**config.mk**
```make
export PLATFORM = sky130hd
export DESIGN_NAME = vu_frame_controller_flat
export DESIGN_NICKNAME = d
export VERILOG_FILES = /design/src/rtl/vu_frame_controller_if.sv /design/src/rtl/vu_frame_controller.sv /design/src/flat_wrapper.sv
export SDC_FILE = /design/constraint.sdc
export NUM_CORES = 1
export LEC_CHECK = 0
export BUFFER_PORTS_ARGS = -buffer_cell sky130_fd_sc_hd__buf_2
export CAP_MARGIN = 40
export CORE_UTILIZATION = 50
export CTS_BUF_LIST = sky130_fd_sc_hd__clkbuf_2
export DETAILED_ROUTE_END_ITERATION = 16
export MAX_ROUTING_LAYER = met4
export PLACE_DENSITY = 0.65
export SLEW_MARGIN = 20
export SYNTH_ARGS = -nofsm -noshare
export SYNTH_HDL_FRONTEND = slang
export SYNTH_SLANG_ARGS = --single-unit
export TNS_END_PERCENT = 50
```
**constraint.sdc**
```tcl
create_clock -name pixel_clock -period 8.25 [get_ports pixel_clock]
set_input_delay 0.4125 -clock pixel_clock [delete_from_list [all_inputs] [get_ports pixel_clock]]
set_output_delay 0.4125 -clock pixel_clock [all_outputs]
set_load 0.01 [all_outputs]
```
**src/rtl/vu_frame_controller_if.sv**
```systemverilog
// Level-sample handshake between the audio front end and the VU frame controller.
interface vu_frame_controller_if;
  logic       lvl_valid;
  logic [7:0] lvl_left;
  logic [7:0] lvl_right;
  logic       lvl_ready;

  modport master (
    output lvl_valid,
    output lvl_left,
    output lvl_right,
    input  lvl_ready
  );

  modport slave (
    input  lvl_valid,
    input  lvl_left,
    input  lvl_right,
    output lvl_ready
  );
endinterface

```
**src/rtl/vu_frame_controller.sv**
```systemverilog
// Two-channel VU-meter renderer: buffers level samples, commits them to bars and
// peak-hold markers only in vertical blanking, and paints registered RGB 3/3/2.
module vu_frame_controller #(
  parameter int C_SIZE    = 9,
  parameter int THADDR    = 640,
  parameter int TVADDR    = 480,
  parameter int PEAK_HOLD = 30,
  parameter int DECAY     = 4
) (
  input  logic                  pixel_clock,
  input  logic                  reset,
  input  logic [C_SIZE:0]       h_count,
  input  logic [C_SIZE:0]       v_count,
  vu_frame_controller_if.slave  lvl,
  output logic [2:0]            red,
  output logic [2:0]            green,
  output logic [1:0]            blue,
  output logic                  frame_tick
);

  localparam int CW = C_SIZE + 1;
  localparam int AW = (CW > 10) ? CW + 1 : 11;

  localparam logic [C_SIZE:0] H_END   = CW'(THADDR);
  localparam logic [C_SIZE:0] V_END   = CW'(TVADDR);
  localparam logic [C_SIZE:0] L_FIRST = CW'(64);
  localparam logic [C_SIZE:0] L_LAST  = CW'(287);
  localparam logic [C_SIZE:0] R_FIRST = CW'(352);
  localparam logic [C_SIZE:0] R_LAST  = CW'(575);
  localparam logic [C_SIZE:0] RED_END = CW'(96);
  localparam logic [C_SIZE:0] YEL_END = CW'(192);
  localparam logic [AW-1:0]   V_END_W = AW'(TVADDR);
  localparam logic [5:0]      HOLD_INIT  = 6'(PEAK_HOLD);
  localparam logic [9:0]      DECAY_STEP = 10'(DECAY);

  typedef enum logic [1:0] {
    BLANK  = 2'd0,
    ACTIVE = 2'd1,
    UPD_L  = 2'd2,
    UPD_R  = 2'd3
  } state_t;

  state_t state;
  state_t next_state;

  logic [7:0] pending_l;
  logic [7:0] pending_r;
  logic [9:0] bar_l;
  logic [9:0] bar_r;
  logic [9:0] peak_l;
  logic [9:0] peak_r;
  logic [5:0] hold_l;
  logic [5:0] hold_r;
  logic       ready_q;

  logic       at_trigger;
  logic       at_top;
  logic       accept;

  // Level * 15/8 built from truncated shifts; 255 maps to 476, always below TVADDR.
  function automatic logic [9:0] scale(input logic [7:0] level);
    logic [9:0] l10;
    l10 = {2'b00, level};
    return l10 + (l10 >> 1) + (l10 >> 2) + (l10 >> 3);
  endfunction

  assign at_trigger    = (v_count == V_END) && (h_count == '0);
  assign at_top        = (v_count == '0) && (h_count == '0);
  assign accept        = lvl.lvl_valid && ready_q;
  assign lvl.lvl_ready = ready_q;

  always_ff @(posedge pixel_clock or posedge reset) begin
    if (reset) begin
      state <= BLANK;
    end else begin
      state <= next_state;
    end
  end

  always_comb begin
    next_state = state;
    case (state)
      ACTIVE:  if (at_trigger) next_state = UPD_L;
      UPD_L:   next_state = UPD_R;
      UPD_R:   next_state = BLANK;
      BLANK: begin
        if (at_trigger) begin
          next_state = UPD_L;
        end else if (at_top) begin
          next_state = ACTIVE;
        end
      end
      default: next_state = BLANK;
    endcase
  end

  // Ready and the tick are registered off next_state so they line up with the state register.
  always_ff @(posedge pixel_clock or posedge reset) begin
    if (reset) begin
      ready_q    <= 1'b0;
      frame_tick <= 1'b0;
    end else begin
      ready_q    <= (next_state == ACTIVE) || (next_state == BLANK);
      frame_tick <= (next_state == UPD_L) && (state != UPD_L);
    end
  end

  logic [7:0] commit_level;
  logic [9:0] commit_scaled;
  logic [9:0] cur_peak;
  logic [9:0] new_peak;
  logic [9:0] decayed;
  logic [5:0] cur_hold;
  logic [5:0] new_hold;

  // One shared commit datapath; UPD_L and UPD_R each steer a channel through it.
  always_comb begin
    commit_level  = (state == UPD_R) ? pending_r : pending_l;
    cur_peak      = (state == UPD_R) ? peak_r : peak_l;
    cur_hold      = (state == UPD_R) ? hold_r : hold_l;
    commit_scaled = scale(commit_level);
    decayed       = (cur_peak >= DECAY_STEP) ? (cur_peak - DECAY_STEP) : '0;
    new_peak      = cur_peak;
    new_hold      = cur_hold;
    if (commit_scaled > cur_peak) begin
      new_peak = commit_scaled;
      new_hold = HOLD_INIT;
    end else if (cur_hold != '0) begin
      new_hold = cur_hold - 6'd1;
    end else begin
      new_peak = (decayed > commit_scaled) ? decayed : commit_scaled;
    end
  end

  always_ff @(posedge pixel_clock or posedge reset) begin
    if (reset) begin
      pending_l <= '0;
      pending_r <= '0;
      bar_l     <= '0;
      bar_r     <= '0;
      peak_l    <= '0;
      peak_r    <= '0;
      hold_l    <= '0;
      hold_r    <= '0;
    end else begin
      if (accept) begin
        pending_l <= lvl.lvl_left;
        pending_r <= lvl.lvl_right;
      end
      if (state == UPD_L) begin
        bar_l  <= commit_scaled;
        peak_l <= new_peak;
        hold_l <= new_hold;
      end
      if (state == UPD_R) begin
        bar_r  <= commit_scaled;
        peak_r <= new_peak;
        hold_r <= new_hold;
      end
    end
  end

  logic          in_display;
  logic          in_left;
  logic          in_right;
  logic [9:0]    sel_bar;
  logic [9:0]    sel_peak;
  logic [AW-1:0] v_wide;
  logic [AW-1:0] bar_top;
  logic [AW-1:0] peak_top;
  logic          lit;
  logic          marker;
  logic [7:0]    pixel;

  // Bars grow upward from the bottom line; the 4-row peak marker wins over the bar.
  always_comb begin
    in_display = (h_count < H_END) && (v_count < V_END);
    in_left    = (h_count >= L_FIRST) && (h_count <= L_LAST);
    in_right   = (h_count >= R_FIRST) && (h_count <= R_LAST);
    sel_bar    = in_right ? bar_r : bar_l;
    sel_peak   = in_right ? peak_r : peak_l;
    v_wide     = AW'(v_count);
    bar_top    = V_END_W - AW'(sel_bar);
    peak_top   = V_END_W - AW'(sel_peak);
    lit        = (v_wide >= bar_top);
    marker     = (sel_peak != '0) && (v_wide >= peak_top) && (v_wide <= peak_top + AW'(3));
    pixel      = 8'h00;
    if (in_display && (in_left || in_right)) begin
      if (marker) begin
        pixel = 8'b111_111_11;
      end else if (lit) begin
        if (v_count < RED_END) begin
          pixel = 8'b111_000_00;
        end else if (v_count < YEL_END) begin
          pixel = 8'b111_111_00;
        end else begin
          pixel = 8'b000_111_00;
        end
      end
    end
  end

  always_ff @(posedge pixel_clock or posedge reset) begin
    if (reset) begin
      red   <= '0;
      green <= '0;
      blue  <= '0;
    end else begin
      red   <= pixel[7:5];
      green <= pixel[4:2];
      blue  <= pixel[1:0];
    end
  end

endmodule

```
**src/flat_wrapper.sv**
```systemverilog
// flat-port wrapper written by rule: the top's interface ports become plain ports
module vu_frame_controller_flat 
#(
  parameter int C_SIZE    = 9,
  parameter int THADDR    = 640,
  parameter int TVADDR    = 480,
  parameter int PEAK_HOLD = 30,
  parameter int DECAY     = 4
)
  (pixel_clock, reset, h_count, v_count, red, green, blue, frame_tick, lvl_lvl_valid, lvl_lvl_left, lvl_lvl_right, lvl_lvl_ready);
  vu_frame_controller_if lvl_i ();
  input  logic pixel_clock;
  input  logic reset;
  input  logic [C_SIZE:0] h_count;
  input  logic [C_SIZE:0] v_count;
  output logic [2:0] red;
  output logic [2:0] green;
  output logic [1:0] blue;
  output logic frame_tick;
  input wire logic [$bits(lvl_i.lvl_valid)-1:0] lvl_lvl_valid;
  input wire logic [$bits(lvl_i.lvl_left)-1:0] lvl_lvl_left;
  input wire logic [$bits(lvl_i.lvl_right)-1:0] lvl_lvl_right;
  output wire logic [$bits(lvl_i.lvl_ready)-1:0] lvl_lvl_ready;
  assign lvl_i.lvl_valid = lvl_lvl_valid;
  assign lvl_i.lvl_left = lvl_lvl_left;
  assign lvl_i.lvl_right = lvl_lvl_right;
  assign lvl_lvl_ready = lvl_i.lvl_ready;
  vu_frame_controller #(.C_SIZE(C_SIZE), .THADDR(THADDR), .TVADDR(TVADDR), .PEAK_HOLD(PEAK_HOLD), .DECAY(DECAY)) u_core (.pixel_clock(pixel_clock), .reset(reset), .h_count(h_count), .v_count(v_count), .lvl(lvl_i), .red(red), .green(green), .blue(blue), .frame_tick(frame_tick));
endmodule
```
==> results.cfg <==
[outcome]
run_status = finished clean

[die]
die_area_mm2 = 0.0139
num_rows = 41
start_util = 0.522
core_area_mm2 = 0.0128
fp.dieH_um = 118
fp.dieW_um = 118
io_pins = 49

[worst_setup_path]
rrSetupSlack_ns = 1.32
critPathMaxFanout = 37
slowest_delay_ns = 0.63
r2r-end = u_core.peak_r[7]
crit_buf_inv = 3
cp.depth = 28
cp-end-kind = register
slowest_stage = dfrtp_1
critPathKind = register to register
setup.worst_path.end = u_core.peak_r[7]
reg2regPathDepth = 28
path_delay_family = simple AND/OR/NAND/NOR gates
startpoint = u_core.state[1]
arrival_ns = 7.40
setup.worst_path.start_class = register
required_ns = 8.72
r2r-start = u_core.state[1]

[clocking]
postCtsResizedCells = 0
cts_buffer_depth = 2
clock_latency_ns = 0.57
cts_tree = yes
post_cts_buffers = 0
cts.htree.levels = 3
cts_root_buffer = clkbuf_2
cts_buffers = 9
clk_pin_slew_ns = 0.19
hold_buffers = 1
cts_sinks = 75

[sta]
hold_violations = 0
tightest_slew_ns = 0.672
finalCritPeriodShare = 0.840
clock_skew_ns = 0.0163
period_minus_slack_ns = 6.93
setup_viol = 0
setup_tns_ns = 0
drv_slew = 0
fmax_mhz = 144
maxSlewHeadroom = 0.549
rsz0062_at_grt = false

[layout]
num_antenna_cells = 0
area_growth_pct = 7.32
nNetsFinal = 914
fillers = 1237
layout-drive-gt1-share = 0.137

[logic_synthesis]
async_flop_share = 1.00
ys_warn_count = 0
synth_cell_types = 66
yosysMostFrequentCell = nand2_1
syn-num-nets = 878
synthCells = 763
synth.avg_cell_area_um2 = 8.78
synth_top_cell_by_area = dfrtp_1
synth_edf_count = 0
ys_seq_area_frac = 0.280
yosysTopAreaCellShare = 0.280
synth_area_mm2 = 0.00670
synth_common_cells = nand2_1 (91), dfrtp_1 (75), ha_1 (72), o21ai_0 (54), inv_1 (47)
ys.flop_type = dfrtp_1
yosys-top-cells-area = dfrtp_1 (28%), ha_1 (13%), mux2i_1 (5.7%)
synth_seq_cells = 75

[routing]
wl_per_cell_um = 17.4
ant_nets = 0
first_pass_iters = 5
vias = 5829
vias_per_cell = 5.98
drc = 0
finalWirelength_um = 17000
drt-initial-drc-count = 357

[pwr]
ir_worst_vdd_mv = 0.100
p_leak_uw = 0.00340
combinationalPowerShare = 0.563
internal_power_uw = 714
switching_share = 0.459
p_total_uw = 1320
power_density_mw_per_mm2 = 184
p_clk_frac = 0.146
switching_power_uw = 607
seqPwrFrac = 0.292

[global_routing]
grt_antenna_before_repair = 0
grt_first_pass_wirelength_um = 27700
grt_pass1_vias = 5634
gr-usage-all-layers = 0.259
grt_max_degree = 46
grt_overflow = 0

[placement]
numPortBuffers = 48
hpwl_um = 13400
place_congestion = 0.960

[job]
maxCapViolCount = 0

[worst_hold_path]
min-delay-path-class = input port to register
cells by family after synthesis:
| family | synth area share |
|---|---|
| muxes | 0.0927 |
| adders and majority gates | 0.146 |
| DFF | 0.280 |
| buffers and inverters | 0.0521 |
| xor gates and xnor gates | 0.0575 |
| and+or+nand+nor | 0.179 |
| AOI/OAI and AO/OA | 0.192 |
routing by layer:
layer | wire [um] | global-route usage | vias up
met2 | 7790 | 0.408 | 212
met4 | 678 | 0.138 | 0
met3 | 1170 | 0.0470 | 49
met5 | 0 | - | -
li1 | - | - | 2823
met1 | 7350 | 0.316 | 2745
power groups by stage:
stage,Combinational (uW),Sequential (uW),Clock [uW]
floorplan,532,389,0
global placement,719,391,0
detailed placement,732,392,0
CTS,737,385,202
global route,824,387,212
finish,743,385,193
layout make-up:
cell class | instances | area (um^2) | area share
multi-input cells | 608 | 4480 | 0.624
flip-flops and latches | 75 | 1880 | 0.261
repair buffers | 57 | 333 | 0.0463
well taps | 172 | 215 | 0.0299
inverters | 48 | 180 | 0.0251
clock buffers | 11 | 55.1 | 0.00766
clock inverters | 4 | 42.5 | 0.00592
sequential cells by signal, indices dropped and copies added, names as in the netlist:
name,cells
u_core.frame_tick,1
u_core.peak_l,10
u_core.lvl.lvl_ready,1
u_core.bar_l,10
u_core.peak_r,10
u_core.bar_r,10
u_core.hold_r,6
u_core.green,1
u_core.blue,1
u_core.state,2
u_core.hold_l,6
u_core.pending_l,8
u_core.red,1
u_core.pending_r,8
stage by stage:
stage,instance area [um^2],hold slack (ns),util,setup WS [ns],std cells
3_3_place_gp,7030,0.468,0.548,1.67,955
3_5_place_dp,7070,0.474,0.551,1.38,957
2_1_floorplan,6700,0.449,-,1.66,763
4_1_cts,7170,0.0139,0.559,1.36,973
6_report,7190,0.0596,0.560,1.32,975
5_1_grt,7190,0.0326,0.560,0.707,975
worst min-delay path by stage:
stage	startpoint	to	slack [ns]	cells past startpoint
2_1_floorplan	u_core.bar_l[0]	u_core.bar_l[0]	0.45	2
3_3_place_gp	u_core.bar_l[8]	u_core.bar_l[8]	0.47	2
3_5_place_dp	u_core.bar_l[9]	u_core.bar_l[9]	0.47	2
4_1_cts	lvl_lvl_left[3]	u_core.pending_l[3]	0.01	2
5_1_grt	lvl_lvl_left[3]	u_core.pending_l[3]	0.03	2
6_report	lvl_lvl_left[3]	u_core.pending_l[3]	0.06	2
cells in the final DEF (no fill, tap or decap), drive strengths merged, types with 5 or more instances in the layout:
cell type	synthesis	layout
nand2b	9	9
nor3	16	16
inv	48	48
o31ai	10	10
clkbuf	17	12
a211oi	5	5
and2	7	7
a221oi	14	14
nand2	91	91
or3	11	11
dfrtp	75	75
buf	15	55
nand3	19	19
a21o	22	22
o211ai	6	6
nor4	6	6
a21oi	31	31
mux2i	38	38
xor2	16	16
o21ai	56	56
nor2	41	41
xnor2	28	28
ha	72	72
mux2	21	21
and3	7	7
nand4	12	12
nor3b	8	8
a31oi	6	6
worst register-to-register path, delay by kind of cell (launching register included):
family                   cells  cell delay (ns)
AND/OR/NAND/NOR             11             2.39
buffers and inverters        3             0.43
XOR/XNOR                     1             0.13
AO/OA/AOI/OAI                8             1.73
flip-flops                   1             0.63
adder cells (fa/ha/maj)      5             1.52
Note: power is estimated with default switching activity, not from simulation.
